===== config.mk =====
export PLATFORM = sky130hd
export DESIGN_NAME = ov7670_sccb_master
export DESIGN_NICKNAME = d
export VERILOG_FILES = /design/src/rtl/ov7670_pkg.sv /design/src/rtl/sccb_qtr_tick.sv /design/src/rtl/ov7670_sccb_master.sv
export SDC_FILE = /design/constraint.sdc
export NUM_CORES = 1
export LEC_CHECK = 0
export CAP_MARGIN = 20
export CORE_MARGIN = 3
export CORE_UTILIZATION = 30
export CTS_CLUSTER_DIAMETER = 30
export DETAILED_ROUTE_END_ITERATION = 16
export PLACE_DENSITY_LB_ADDON = 0.12
export SETUP_SLACK_MARGIN = 0.02
export SYNTH_ARGS = -nofsm -noshare
export SYNTH_HDL_FRONTEND = slang
export SYNTH_SLANG_ARGS = --single-unit
export TNS_END_PERCENT = 30

===== constraint.sdc =====
create_clock -name clk -period 8 [get_ports clk]
set_input_delay 0.8 -clock clk [delete_from_list [all_inputs] [get_ports clk]]
set_output_delay 0.8 -clock clk [all_outputs]
set_load 0.005 [all_outputs]

===== src/rtl/ov7670_pkg.sv =====
// Shared types and constants for the OV7670 SCCB write master.
package ov7670_pkg;

  typedef enum logic [2:0] {
    StIdle,
    StStart,
    StBits,
    StStop,
    StGap,
    StDelay,
    StDone,
    StHold
  } sccb_state_e;

  localparam logic [15:0] SCCB_END_MARKER = 16'hFFFF;
  localparam logic [7:0]  REG_COM7        = 8'h12;
  localparam int unsigned COM7_RESET_BIT  = 7;
  localparam logic [4:0]  LAST_SLOT       = 5'd26;

  // Don't-care slots follow each byte; the bus is released for the whole slot.
  localparam logic [26:0] SCCB_OE_MASK = {8'hFF, 1'b0, 8'hFF, 1'b0, 8'hFF, 1'b0};

  typedef struct packed {
    logic sioc;
    logic siod;
    logic oe;
  } sccb_bus_t;

  // Pad levels for a given state/quarter; anything outside a frame idles the line high.
  function automatic sccb_bus_t bus_drive(sccb_state_e st, logic [1:0] q, logic bit_val,
                                          logic bit_oe);
    sccb_bus_t b;
    b.sioc = 1'b1;
    b.siod = 1'b1;
    b.oe   = 1'b1;
    case (st)
      StStart: begin
        b.sioc = (q < 2'd2);
        b.siod = (q == 2'd0);
      end
      StBits: begin
        b.sioc = (q == 2'd1) || (q == 2'd2);
        b.siod = bit_val;
        b.oe   = bit_oe;
      end
      StStop: begin
        b.sioc = (q != 2'd0);
        b.siod = (q == 2'd3);
      end
      default: ;
    endcase
    return b;
  endfunction

endpackage


===== src/rtl/sccb_qtr_tick.sv =====
// Free-running quarter-period tick; `sync` restarts the count so a frame starts on a
// full quarter.
module sccb_qtr_tick #(
  parameter int unsigned QTR = 1
) (
  input  logic clk,
  input  logic reset,
  input  logic sync,
  output logic qt
);

  localparam int unsigned CntW = $clog2(QTR + 1);
  localparam logic [CntW-1:0] LastCnt = CntW'(QTR - 1);

  logic [CntW-1:0] cnt_q;

  always_ff @(posedge clk) begin
    if (reset || sync) begin
      cnt_q <= '0;
    end else if (cnt_q == LastCnt) begin
      cnt_q <= '0;
    end else begin
      cnt_q <= cnt_q + 1'b1;
    end
  end

  assign qt = (cnt_q == LastCnt);

endmodule


===== src/rtl/ov7670_sccb_master.sv =====
// SCCB 3-phase write master: START, device ID, register address, value, STOP, with an
// optional settle delay after a COM7 soft reset.
module ov7670_sccb_master
  import ov7670_pkg::*;
#(
  parameter int unsigned CLK_FREQ_HZ        = 25_000_000,
  parameter int unsigned SCCB_FREQ_HZ       = 100_000,
  parameter logic [7:0]  DEV_ADDR           = 8'h42,
  parameter int unsigned RESET_DELAY_CYCLES = 25_000
) (
  input  logic        clk,
  input  logic        reset,
  input  logic [15:0] data,
  input  logic        start,
  output logic        busy,
  output logic        done,
  output logic        sioc,
  output logic        siod_out,
  output logic        siod_oe
);

  localparam int unsigned QTR      = CLK_FREQ_HZ / (4 * SCCB_FREQ_HZ);
  localparam bit          HasDelay = (RESET_DELAY_CYCLES != 0);
  localparam int unsigned DlyW     = (RESET_DELAY_CYCLES > 1) ? $clog2(RESET_DELAY_CYCLES) : 1;
  localparam logic [DlyW-1:0] DlyLoad = DlyW'(RESET_DELAY_CYCLES - 1);

  if (QTR < 1) begin : g_qtr_check
    $error("ov7670_sccb_master: CLK_FREQ_HZ/(4*SCCB_FREQ_HZ) must be at least 1");
  end

  sccb_state_e     state_q, state_d;
  logic [1:0]      qidx_q, qidx_d;
  logic [4:0]      slot_q, slot_d;
  logic [26:0]     frame_q, frame_d;
  logic [26:0]     mask_q, mask_d;
  logic [DlyW-1:0] dly_q, dly_d;
  logic            com7_q, com7_d;
  logic            sync;
  logic            qt;
  sccb_bus_t       bus_d;
  logic            busy_d;
  logic            done_d;

  sccb_qtr_tick #(
    .QTR(QTR)
  ) u_qtr_tick (
    .clk  (clk),
    .reset(reset),
    .sync (sync),
    .qt   (qt)
  );

  always_comb begin
    state_d = state_q;
    qidx_d  = qidx_q;
    slot_d  = slot_q;
    frame_d = frame_q;
    mask_d  = mask_q;
    dly_d   = dly_q;
    com7_d  = com7_q;
    sync    = 1'b0;

    case (state_q)
      StIdle: begin
        if (start && (data != SCCB_END_MARKER)) begin
          state_d = StStart;
          qidx_d  = 2'd0;
          slot_d  = 5'd0;
          frame_d = {DEV_ADDR, 1'b1, data[15:8], 1'b1, data[7:0], 1'b1};
          mask_d  = SCCB_OE_MASK;
          com7_d  = (data[15:8] == REG_COM7) && data[COM7_RESET_BIT];
          sync    = 1'b1;
        end
      end
      StStart: begin
        if (qt) begin
          qidx_d = qidx_q + 2'd1;
          if (qidx_q == 2'd3) begin
            state_d = StBits;
          end
        end
      end
      StBits: begin
        if (qt) begin
          qidx_d = qidx_q + 2'd1;
          if (qidx_q == 2'd3) begin
            frame_d = {frame_q[25:0], 1'b1};
            mask_d  = {mask_q[25:0], 1'b0};
            if (slot_q == LAST_SLOT) begin
              state_d = StStop;
            end else begin
              slot_d = slot_q + 5'd1;
            end
          end
        end
      end
      StStop: begin
        if (qt) begin
          qidx_d = qidx_q + 2'd1;
          if (qidx_q == 2'd3) begin
            state_d = StGap;
          end
        end
      end
      StGap: begin
        if (qt) begin
          qidx_d = qidx_q + 2'd1;
          if (qidx_q == 2'd3) begin
            if (com7_q && HasDelay) begin
              state_d = StDelay;
              dly_d   = DlyLoad;
            end else begin
              state_d = StDone;
            end
          end
        end
      end
      StDelay: begin
        if (dly_q == '0) begin
          state_d = StDone;
        end else begin
          dly_d = dly_q - 1'b1;
        end
      end
      StDone:  state_d = StHold;
      StHold:  state_d = StIdle;
      default: state_d = StIdle;
    endcase
  end

  // Outputs are registered from next-state values so they line up with the state register
  // while still letting reset force the released-bus values.
  assign bus_d  = bus_drive(state_d, qidx_d, frame_d[26], mask_d[26]);
  assign busy_d = !(state_d inside {StIdle, StHold});
  assign done_d = (state_d == StDone);

  always_ff @(posedge clk) begin
    if (reset) begin
      state_q  <= StIdle;
      qidx_q   <= 2'd0;
      slot_q   <= 5'd0;
      frame_q  <= '1;
      mask_q   <= '0;
      dly_q    <= '0;
      com7_q   <= 1'b0;
      sioc     <= 1'b1;
      siod_out <= 1'b1;
      siod_oe  <= 1'b0;
      busy     <= 1'b0;
      done     <= 1'b0;
    end else begin
      state_q  <= state_d;
      qidx_q   <= qidx_d;
      slot_q   <= slot_d;
      frame_q  <= frame_d;
      mask_q   <= mask_d;
      dly_q    <= dly_d;
      com7_q   <= com7_d;
      sioc     <= bus_d.sioc;
      siod_out <= bus_d.siod;
      siod_oe  <= bus_d.oe;
      busy     <= busy_d;
      done     <= done_d;
    end
  end

endmodule


### Word level (Yosys, flattened, before mapping)

Cells that the tools add are included.
W data, S select, Z words.

* add/subtract/negate cells: 4
* multipliers: 0
* divide/modulo/power cells: 0
* magnitude comparators: 1
* equal/unequal tests: 28
* shifts and indexed selects: 0
* mux-type cells: 38
* bitwise operators: 0
* reduce and logical (&&, ||, !) cells: 19

Operators by type and width (number)
* $mux W27: 6
* $pmux W27 S2: 2
* $mux W15: 4
* $mux W3: 11
* $pmux W15 S2: 1
* $pmux W3 S8: 1
* $mux W5: 4
* $eq A3 B3 Y1 const B: 6
* $ne A16 B16 Y1 const B: 1
* $ne A2 B2 Y1 const B: 8
* $logic_not A15 Y1: 1
* $sub A15 B1 Y15 const B: 1
* $eq A3 B2 Y1 const B: 4
* $pmux W5 S2: 1
* $reduce_and A5 Y1: 2
* $eq A8 B5 Y1 const B: 1
* $reduce_bool A2 Y1: 4
* $add A6 B1 Y6 const B: 1
* $eq A2 B2 Y1 const B: 3
* $eq A3 B1 Y1 const B: 2
* $eq A6 B6 Y1 const B: 1
* $logic_not A3 Y1: 2
* $mux W2: 3
* $pmux W2 S3: 1
* 15 further kinds: 19

* register bits after elaboration: 91
* latch bits: 0
* memory bits (writable): 0
* ROM bits: 0
* input bits: 19
* output and inout bits: 5
* memories: 0

### Longest topological paths before layout

Gate-level depths: netlist of run 1.

* depth in word-level cells: 8
* mapped depth: 11
* mapped depth without buffers: 11

### Cells and area by module

A second synthesis of run 1 with hierarchy kept.

* cells, all modules: 461
* area total of the unflattened synthesis: 3901.2 um^2

By module, submodules not included
* ov7670_sccb_master: instances 1, cells an instance 432, area each 3643.5 um^2
* sccb_qtr_tick: instances 1, cells an instance 29, area each 257.7 um^2

### Worst setup path after synthesis of run 1

No wires, ideal clock.

* path kind: register -> register
* start point: reg state_q[1]
* end point: reg sioc
* arrival: 2.610 ns
* slack: 5.260 ns
* cell stages (with the launch flop): 11
* path buffers: 1
* period minus slack after synthesis: 2.740 ns
* cell sequence: dfxtp_1 -> clkbuf_1 -> nor3_1 -> or4b_2 -> and2_1 -> a21oi_1 -> ha_1 -> and3b_1 -> a221o_1 -> nor3_1 -> a32oi_1

* word-level cells in the longest chain between the ends: 6

Ends and longest elaborated chain
* start: declaration: RTL line ov7670_sccb_master.sv:31 `sccb_state_e state_q, state_d;`
* start signal: assignment: RTL line ov7670_sccb_master.sv:139 `state_q <= StIdle;`
* start signal: assignment: RTL line ov7670_sccb_master.sv:152 `state_q <= state_d;`
* $mux W3 (tied with other cells): RTL line ov7670_sccb_master.sv:89 `if (slot_q == LAST_SLOT) begin`
* $mux W3 or $reduce_or A4 Y1 (tied branches)
* $mux W3 or $pmux W2 S2 (tied branches): RTL line ov7670_sccb_master.sv:84, ov7670_sccb_master.sv:63
* $pmux W3 S8 (tied with other cells): RTL line ov7670_sccb_master.sv:63 `case (state_q)`
* $eq A3 B2 Y1 (tied with other cells): RTL line ov7670_pkg.sv:36 `case (st)`
* $pmux W2 S3 *: RTL line ov7670_pkg.sv:36
* end signal: assignment: RTL line ov7670_sccb_master.sv:159 `sioc <= bus_d.sioc;`
* end: declaration: RTL line ov7670_sccb_master.sv:17 `output logic sioc,`

Every way passes the cells marked *; elsewhere a longest branch is shown, timed or not.
A chain may end at the register's enable or synchronous reset.

### Final worst setup path of run 1

* start point: reg u_qtr_tick.cnt_q[2]
* end point: reg sioc

* word-level cells in the longest chain between the ends: 6

Ends and longest elaborated chain
* start: declaration: RTL line sccb_qtr_tick.sv:15 `logic [CntW-1:0] cnt_q;`
* start signal: assignment: RTL line sccb_qtr_tick.sv:23 `cnt_q <= cnt_q + 1'b1;`
* $eq A6 B6 Y1 *: RTL line sccb_qtr_tick.sv:27 `assign qt = (cnt_q == LastCnt);`
* branches (longest 4 deep; another with $pmux W3 S8)
* $pmux W2 S3 *: RTL line ov7670_pkg.sv:36

Mark *: on every way between the ends.

==> flow_metrics.env, run 1 <==
export IMPL_drc_errors=0
export IMPL_finalSetupTns_ps=0
export IMPL_outcome="finished, final reports clean"
export IMPL_ys_ff_latch=90
export IMPL_syn_nets=509
export IMPL_max_freq_mhz=318
export IMPL_grt_setup_unrepaired="no"
export IMPL_yosysSeqAreaShare_pct=44.5
export IMPL_synthCells=482
export IMPL_utilization_pct=36.5
export IMPL_ys_types=56
export IMPL_die_w_um=122
export IMPL_vias_per_cell=5.25
export IMPL_wire_per_inst_um=14.7
export IMPL_drive_above_1_share_pct=7.57
export IMPL_core_um2=12900
export IMPL_yosysWarningCount=0
export IMPL_root_buffer="clkbuf_16"
export IMPL_grt_max_degree=71
export IMPL_cts_hold_buf=0
export IMPL_cts_resized=0
export IMPL_cts_setup_buffers=0
export IMPL_die_y_um=122
export IMPL_tightest_slew_ps=784
export IMPL_antenna_cells=0
export IMPL_hold_class="flop to flop"
export IMPL_crit_chain="nand3_1, or4b_2, and2_1, a21oi_1, ha_1, and3b_1, a221o_1, nor3_1, a32oi_1"
export IMPL_wl_um=9710
export IMPL_row_count=41
export IMPL_critPathCaptureType="flop"
export IMPL_dieArea_um2=14900
export IMPL_r2r_slack_ps=4860
export IMPL_syn_area_um2=4050
export IMPL_p_leak_uw=0.00182
export IMPL_initial_core_util_pct=31.4
export IMPL_dr_pass1_iters=5
export IMPL_grt_usage_pct=13.8
export IMPL_fin_crit_sh_pct=39.3
export IMPL_worst_setup_path_start_kind="flop"
export IMPL_cts_made_buffers=9
export IMPL_crit_path_max_fanout=11
export IMPL_irDropWorstVdd_uv=130
export IMPL_clk_latency_ps=330
export IMPL_worstPathRequired_ps=8210
export IMPL_period_needed_ps=3140
export IMPL_slowest_stage="or4b_2"
export IMPL_grt_pass1_vias=3402
export IMPL_synth_edf_count=0
export IMPL_skew_ps=6.33
export IMPL_dr_total_vias=3472
export IMPL_htreeDepth=3
export IMPL_port_buffers=23
export IMPL_slew_violations=0
export IMPL_boundaryPins=24
export IMPL_nNetsFinal=511
export IMPL_clockBufferDepth=2
export IMPL_place_area_um2=4390
export IMPL_critPathArrivalTime_ps=3350
export IMPL_final_cell_area_um2=4700
export IMPL_timing_final_hold_violations=0
export IMPL_p_per_area_nw_per_um2=213
export IMPL_antenna_found_initial=0
export IMPL_first_iter_violations=188
export IMPL_maxCapViolCount=0
export IMPL_gp_congestion=0.775
export IMPL_dp_hpwl_um=6050
export IMPL_max_slew_margin_rel_pct=47.0
export IMPL_postSynthAreaPerCell_um2=8.39
export IMPL_async_reset_ff_share_pct=0
export IMPL_crit_type="flop to flop"
export IMPL_crit_path_max_incr_delay_ps=830
export IMPL_grt_pass1_wl_um=16700
export IMPL_setup_viol=0
export IMPL_cts_sinks=90
export IMPL_ant_nets=0
export IMPL_grt_overflow_total=0
export IMPL_clkTransAtPathRegs_ps=60
export IMPL_cts_tree="yes"
export IMPL_ys_flop_type="dfxtp_1"
export IMPL_area_growth_pct=16.3
## metal layers
metal | vias up | wire [um] | global-route usage, %
li1 | 1757 | - | -
met2 | 63 | 4610 | 23.1
met1 | 1647 | 4640 | 17.9
met5 | - | 0 | 0
met3 | 5 | 396 | 2.92
met4 | 0 | 72 | 4.34
## synth_stat cells (4+ instances only)
library cell | count | share of area, %
a21o_1 | 4 | 0.74
a31oi_1 | 28 | 4.3
o31ai_1 | 5 | 0.93
or4_1 | 5 | 0.93
and3_1 | 5 | 0.77
clkbuf_1 | 32 | 3.0
nor3_1 | 11 | 1.4
a211oi_1 | 4 | 0.74
nand3_1 | 40 | 4.9
o21ai_0 | 16 | 2.0
ha_1 | 8 | 2.5
inv_1 | 9 | 0.84
a221oi_1 | 16 | 3.5
dfxtp_1 | 90 | 45
a21oi_1 | 21 | 2.6
xor2_1 | 7 | 1.5
nand4_1 | 4 | 0.62
nor4_1 | 5 | 0.77
mux2i_1 | 4 | 0.99
or3_1 | 7 | 1.1
nor2_1 | 28 | 2.6
nand2_1 | 81 | 7.5
## cells by family (layout without fill, tap and decap cells)
| family | Yosys count | count (layout) | share of synthesized area (%) |
|---|---|---|---|
| fa+ha+maj | 8 | 8 | 2.47 |
| xor+xnor | 10 | 10 | 2.17 |
| buf+inv | 46 | 53 | 4.33 |
| flops | 90 | 90 | 44.5 |
| simple gates | 213 | 213 | 26.7 |
| compound gates | 110 | 110 | 18.6 |
| mux | 5 | 5 | 1.27 |
## critical path: cells and delay by family, from the launching register on
kind	cells	cell delay, ps
AO/OA/AOI/OAI	3	630
adder cells (fa/ha/maj)	1	230
flip-flops	1	400
AND/OR/NAND/NOR	5	1760
## power breakdown
group	leakage [uW]	internal [uW]	switching, uW
Combinational	0.000927	30.7	38.1
Sequential	0.000740	474	13.9
Clock	0.000153	274	173
## cells in the final DEF (no fill, tap or decap), types with 4 or more instances in the layout
cell type / Yosys / final
a21o_1: 4 / 4
clkdlybuf4s50_1: 0 / 22
o21ai_0: 16 / 16
nor2_1: 28 / 28
ha_1: 8 / 8
clkbuf_16: 0 / 9
a221oi_1: 16 / 16
nand3_1: 40 / 40
nand2_1: 81 / 81
a211oi_1: 4 / 4
nor4_1: 5 / 5
or4_1: 5 / 5
buf_4: 0 / 5
a31oi_1: 28 / 28
mux2i_1: 4 / 4
a21oi_1: 21 / 20
dfxtp_1: 90 / 90
nor3_1: 11 / 11
and3_1: 5 / 5
nand4_1: 4 / 4
inv_1: 9 / 9
xor2_1: 7 / 7
o31ai_1: 5 / 5
or3_1: 7 / 7
## final timing paths
kind,start,end,cells after the start
worst min-delay path,frame_q[17],frame_q[17],2
worst max-delay path,u_qtr_tick.cnt_q[2],sioc,9
worst min register to register,frame_q[17],frame_q[17],2
worst max register to register,u_qtr_tick.cnt_q[2],sioc,9
## cell type report
cell class,count,area (um2)
clock buffer,11,233
sequential,90,1800
fill,1358,8170
tap,172,215
multi-input combinational,346,2080
timing repair buffer,28,263
clock inverter,5,78.8
inverter,9,33.8
## state kept, by name (all words and copies together) (netlist names)
name,flops
done,1
slot_q,5
u_qtr_tick.cnt_q,6
qidx_q,2
dly_q,15
frame_q,27
busy,1
siod_out,1
com7_q,1
sioc,1
siod_oe,1
state_q,3
mask_q,26
## stage by stage
| stage | power (uW) | setup WS [ps] | hold slack [ps] | std cells |
|---|---|---|---|---|
| after floorplan | 540 | 5260 | 417 | 482 |
| after global placement | 566 | 4850 | 440 | 645 |
| after global routing | 1050 | 4620 | 480 | 661 |
| final | 1000 | 4860 | 452 | 661 |
| after CTS | 1020 | 4880 | 455 | 661 |
| after detailed placement | 567 | 4770 | 443 | 645 |
(Power assumes the default switching activity.)
==> inputs of run 2 (changes only) <==
==> constraint.sdc (replaced) <==
create_clock -name clk -period 2.7 [get_ports clk]
set_input_delay 0.27 -clock clk [delete_from_list [all_inputs] [get_ports clk]]
set_output_delay 0.27 -clock clk [all_outputs]
set_load 0.005 [all_outputs]
==> flow_metrics.env, run 2 (synthesized netlist as in run 1, its figures left out) <==
export IMPL_outcome="finished, final reports clean"
export IMPL_max_slew_margin_rel_pct=59.6
export IMPL_p_seq_share_pct=49.2
export IMPL_power_uw=2930
export IMPL_grt_usage_pct=13.9
export IMPL_port_buffers=23
export IMPL_gp_congestion=0.752
export IMPL_crit_buf_inv=1
export IMPL_hold_path_depth=2
export IMPL_cts_tree="yes"
export IMPL_dr_pass1_iters=4
export IMPL_placed_cells=664
export IMPL_reg_top3="frame_q: 27 flops, mask_q: 26 flops, dly_q: 15 flops"
export IMPL_hold_class="input pin to flop"
export IMPL_clkTransAtPathRegs_ps=70
export IMPL_cts_hold_buf=0
export IMPL_timing_final_hold_violations=0
export IMPL_worstRegToRegCells=11
export IMPL_wl_um=9910
export IMPL_grt_pass1_wl_um=16800
export IMPL_p_per_area_nw_per_um2=597
export IMPL_die_y_um=122
export IMPL_instances_no_fill=681
export IMPL_setup_viol=0
export IMPL_slowest_stage="or4b_4"
export IMPL_combPwrFrac_pct=7.8
export IMPL_skew_ps=5.99
export IMPL_dieArea_um2=14900
export IMPL_intPower_uw=2230
export IMPL_grt_pass1_vias=3407
export IMPL_maxCapViolCount=0
export IMPL_period_needed_ps=2540
export IMPL_initial_core_util_pct=31.4
export IMPL_switching_power_uw=696
export IMPL_htreeDepth=3
export IMPL_row_count=41
export IMPL_critPathTopFamily="simple AND/OR/NAND/NOR gates"
export IMPL_die_w_um=122
export IMPL_crit_path_max_incr_delay_ps=520
export IMPL_grt_max_degree=53
export IMPL_grt_setup_unrepaired="no"
export IMPL_ant_nets=0
export IMPL_nNetsFinal=531
export IMPL_dp_hpwl_um=6330
export IMPL_core_um2=12900
export IMPL_crit_chain="inv_1, ha_2, nand2_1, or4b_4, mux2i_2, nand2b_4, ha_2, and3b_1, a221o_1, nor3_2, a32oi_1"
export IMPL_drive_above_1_share_pct=13.0
export IMPL_top_register="frame_q"
export IMPL_clockBufferDepth=2
export IMPL_pwr_share_clk_pct=43.0
export IMPL_cts_sinks=90
export IMPL_tightest_slew_ps=606
export IMPL_finalSetupTns_ps=0
export IMPL_final_cell_mix="dfxtp_1 (89), nand2_1 (81), nand3_1 (40)"
export IMPL_first_iter_violations=235
export IMPL_antenna_cells=0
export IMPL_irDropWorstVdd_uv=345
export IMPL_critPathCaptureType="flop"
export IMPL_crit_path_max_fanout=3
export IMPL_drc_errors=0
export IMPL_crit_type="flop to flop"
export IMPL_critPathArrivalTime_ps=2750
export IMPL_dr_total_vias=3533
export IMPL_reg2reg_from="u_qtr_tick.cnt_q[1]"
export IMPL_antenna_found_initial=0
export IMPL_largest_register_ffs=27
export IMPL_cts_made_buffers=9
export IMPL_switching_share_pct=23.8
export IMPL_root_buffer="clkbuf_16"
export IMPL_crit_cells=11
export IMPL_vias_per_cell=5.19
export IMPL_hold_start="reset"
export IMPL_slew_violations=0
export IMPL_max_freq_mhz=394
export IMPL_area_growth_pct=21.1
export IMPL_fin_crit_sh_pct=93.9
export IMPL_boundaryPins=24
export IMPL_critPathLaunch="u_qtr_tick.cnt_q[1]"
export IMPL_p_leak_uw=0.00193
export IMPL_grt_overflow_total=0
export IMPL_layout_commonest_cell="dfxtp_1"
export IMPL_worstPathRequired_ps=2910
export IMPL_clk_latency_ps=340
export IMPL_crit_path_frequent_cell="ha_2"
export IMPL_worst_setup_path_start_kind="flop"
export IMPL_wire_per_inst_um=14.5
==> run 2: layer usage <==
layer | wire (um) | part of all wire (%) | track usage, % | vias to the layer above
li1 | - | - | - | 1796
met1 | 4830 | 49 | 17.9 | 1685
met2 | 4660 | 47 | 22.7 | 42
met3 | 301 | 3.0 | 3.57 | 10
met4 | 122 | 1.2 | 4.69 | 0
met5 | 0 | 0 | 0 | -
==> run 2: repair_timing <==
action                     CTS  global route
setup endpoints to repair    1             1
gates resized for setup      5             3
pin swaps                    0             1
buffers inserted             1             0
==> run 2: area by class of cell <==
| cell class | count | area, um2 |
|---|---|---|
| repair buffers | 48 | 438 |
| inverters | 9 | 33.8 |
| clock buffers | 9 | 225 |
| multi-input cells | 346 | 2110 |
| fillers | 1369 | 7980 |
| well taps | 172 | 215 |
| flip-flops and latches | 90 | 1800 |
| clock inverters | 7 | 77.6 |
==> run 2: through the flow <==
step	setup slack (ps)	utilization (%)	instance area [um2]	hold WS, ps
6_report	163	38.1	4900	326
5_1_grt	32.4	38.1	4900	337
4_1_cts	189	38.0	4890	313
3_5_place_dp	-11.2	35.4	4560	433
3_3_place_gp	80.0	35.4	4560	430
2_1_floorplan	35.2	-	4050	376
==> run 2: power groups by stage <==
stage	clock [uW]	combinational [uW]	sequential, uW
final	1260	229	1440
after global routing	1360	260	1450
after floorplan	0	140	1460
after detailed placement	0	228	1470
after global placement	0	226	1470
after CTS	1320	232	1440
==> run 2: final timing paths <==
check | end | slack (ps)
setup reg to reg | sioc | 160
setup / recovery | sioc | 160
hold / removal | qidx_q[0] | 330
hold reg to reg | mask_q[18] | 450
==> inputs of run 3 (changes only) <==
--- a/config.mk
+++ b/config.mk
@@ -6,7 +6,6 @@
 export NUM_CORES = 1
 export LEC_CHECK = 0
 export CAP_MARGIN = 20
-export CORE_MARGIN = 3
 export CORE_UTILIZATION = 30
 export CTS_CLUSTER_DIAMETER = 30
 export DETAILED_ROUTE_END_ITERATION = 16
==> flow_metrics.env, run 3 (synthesized netlist as in run 1, its figures left out) <==
export IMPL_dp_hpwl_um=6430
export IMPL_dieArea_um2=14000
export IMPL_wire_per_inst_um=14.4
export IMPL_skew_ps=5.53
export IMPL_largest_register_ffs=27
export IMPL_switching_power_uw=680
export IMPL_crit_path_max_incr_delay_ps=520
export IMPL_cts_tree="yes"
export IMPL_clk_latency_ps=350
export IMPL_period_needed_ps=2500
export IMPL_reg_top3="frame_q: 27 flops, mask_q: 26 flops, dly_q: 15 flops"
export IMPL_die_w_um=118
export IMPL_grt_usage_pct=15.1
export IMPL_ant_nets=0
export IMPL_p_per_area_nw_per_um2=601
export IMPL_port_buffers=23
export IMPL_wl_met3_um=332
export IMPL_first_iter_violations=243
export IMPL_crit_type="flop to flop"
export IMPL_root_buffer="clkbuf_16"
export IMPL_fin_crit_sh_pct=92.5
export IMPL_crit_path_max_fanout=3
export IMPL_area_growth_pct=21.6
export IMPL_antenna_found_initial=0
export IMPL_slowest_stage="or4b_4"
export IMPL_p_leak_uw=0.00194
export IMPL_worst_setup_path_start_kind="flop"
export IMPL_crit_chain="inv_1, ha_1, nand2_1, or4b_4, mux2i_2, nand2b_4, ha_2, and3b_1, a221o_1, nor3_2, a32oi_1"
export IMPL_timing_final_hold_violations=0
export IMPL_switching_share_pct=23.0
export IMPL_grt_pass1_vias=3377
export IMPL_top_layer="met4"
export IMPL_core_um2=13200
export IMPL_filler_cell_count=1387
export IMPL_critPathCaptureType="flop"
export IMPL_grt_max_degree=43
export IMPL_cts_made_buffers=9
export IMPL_boundaryPins=24
export IMPL_maxCapViolCount=0
export IMPL_combPwrFrac_pct=7.6
export IMPL_gp_congestion=0.787
export IMPL_dr_pass1_iters=4
export IMPL_worstPathRequired_ps=2920
export IMPL_setup_viol=0
export IMPL_clockBufferDepth=2
export IMPL_grt_overflow_total=0
export IMPL_die_y_um=118
export IMPL_drive_above_1_share_pct=13.0
export IMPL_finalSetupTns_ps=0
export IMPL_grt_setup_unrepaired="no"
export IMPL_grt_pass1_wl_um=16900
export IMPL_wl_met2_um=4510
export IMPL_r2r_slack_ps=200
export IMPL_placed_cells=674
export IMPL_antenna_cells=0
export IMPL_cts_sinks=90
export IMPL_intPower_uw=2270
export IMPL_row_count=42
export IMPL_slew_violations=0
export IMPL_vias_per_cell=5.28
export IMPL_clkTransAtPathRegs_ps=60
export IMPL_initial_core_util_pct=30.7
export IMPL_layout_commonest_cell="dfxtp_1"
export IMPL_outcome="finished, final reports clean"
export IMPL_drc_errors=0
export IMPL_dr_total_vias=3646
export IMPL_pwr_share_clk_pct=43.8
export IMPL_max_freq_mhz=400
export IMPL_p_seq_share_pct=48.6
export IMPL_nNetsFinal=536
export IMPL_htreeDepth=3
export IMPL_hold_class="flop to flop"
export IMPL_wl_um=9950
export IMPL_wl_met1_um=4970
export IMPL_top_register="frame_q"
export IMPL_irDropWorstVdd_uv=278
export IMPL_fin_hold_ws_ps=452
export IMPL_instances_no_fill=690
export IMPL_critPathArrivalTime_ps=2710
export IMPL_tightest_slew_ps=675
export IMPL_max_slew_margin_rel_pct=55.0
export IMPL_final_cell_mix="dfxtp_1 (90), nand2_1 (81), nand3_1 (40)"
==> run 3: cell count changes in the layout (fill, tap and decap cells not counted), sizes merged <==
cell,change
buf,+5
clkinv,-4
clkbuf,+4
==> run 3: power groups by stage <==
| stage | Combinational, uW | Clock, uW | Sequential [uW] |
|---|---|---|---|
| 2_1_floorplan | 140 | 0 | 1460 |
| 3_3_place_gp | 221 | 0 | 1470 |
| 3_5_place_dp | 225 | 0 | 1470 |
| 4_1_cts | 226 | 1350 | 1440 |
| 5_1_grt | 256 | 1400 | 1450 |
| 6_report | 224 | 1290 | 1440 |
==> run 3: layout make-up <==
cell class | instances | area (um2) | share of cell area, %
multi-input cells | 346 | 2100 | 42.8
flip-flops and latches | 90 | 1800 | 36.6
repair buffers | 53 | 450 | 9.16
clock buffers | 13 | 260 | 5.29
well taps | 176 | 220 | 4.48
clock inverters | 3 | 46.3 | 0.941
inverters | 9 | 33.8 | 0.687
==> run 3: critical path: cells and delay by family, from the launching register on <==
kind	cells	cell delay (ps)
and+or+nand+nor	5	1060
AOI/OAI and AO/OA	2	390
adders and majority gates	2	360
DFF	1	310
muxes	1	210
buffers and inverters	1	50
==> run 3: path summary, 6_finish.rpt <==
kind / start / end / depth (start not counted)
worst max-delay path: u_qtr_tick.cnt_q[1] / sioc / 11
worst max register to register: u_qtr_tick.cnt_q[1] / sioc / 11
worst min register to register: frame_q[0] / frame_q[0] / 1
worst min-delay path: frame_q[0] / frame_q[0] / 1
==> run 3: layer usage <==
| metal | GRT usage [%] | up-vias |
|---|---|---|
| met5 | 0 | - |
| met1 | 19.8 | 1767 |
| li1 | - | 1811 |
| met2 | 23.6 | 57 |
| met3 | 4.31 | 11 |
| met4 | 5.05 | 0 |
==> run 3: stage by stage <==
stage	total power, uW	util [%]	area, um2	setup slack (ps)
after floorplan	1600	-	4050	35.2
after global placement	1690	34.8	4580	96.7
after detailed placement	1690	34.8	4580	16.8
after CTS	3010	37.1	4900	29.3
after global routing	3100	37.3	4920	46.7
final	2960	37.3	4920	202
==> run 3: repair_timing <==
item                                    in CTS  in global routing
gates resized for setup                      2                  4
endpoints found under the setup margin       1                  1
hold buffers                                 0                  0
pin swaps                                    0                  1
buffers inserted                             0                  0
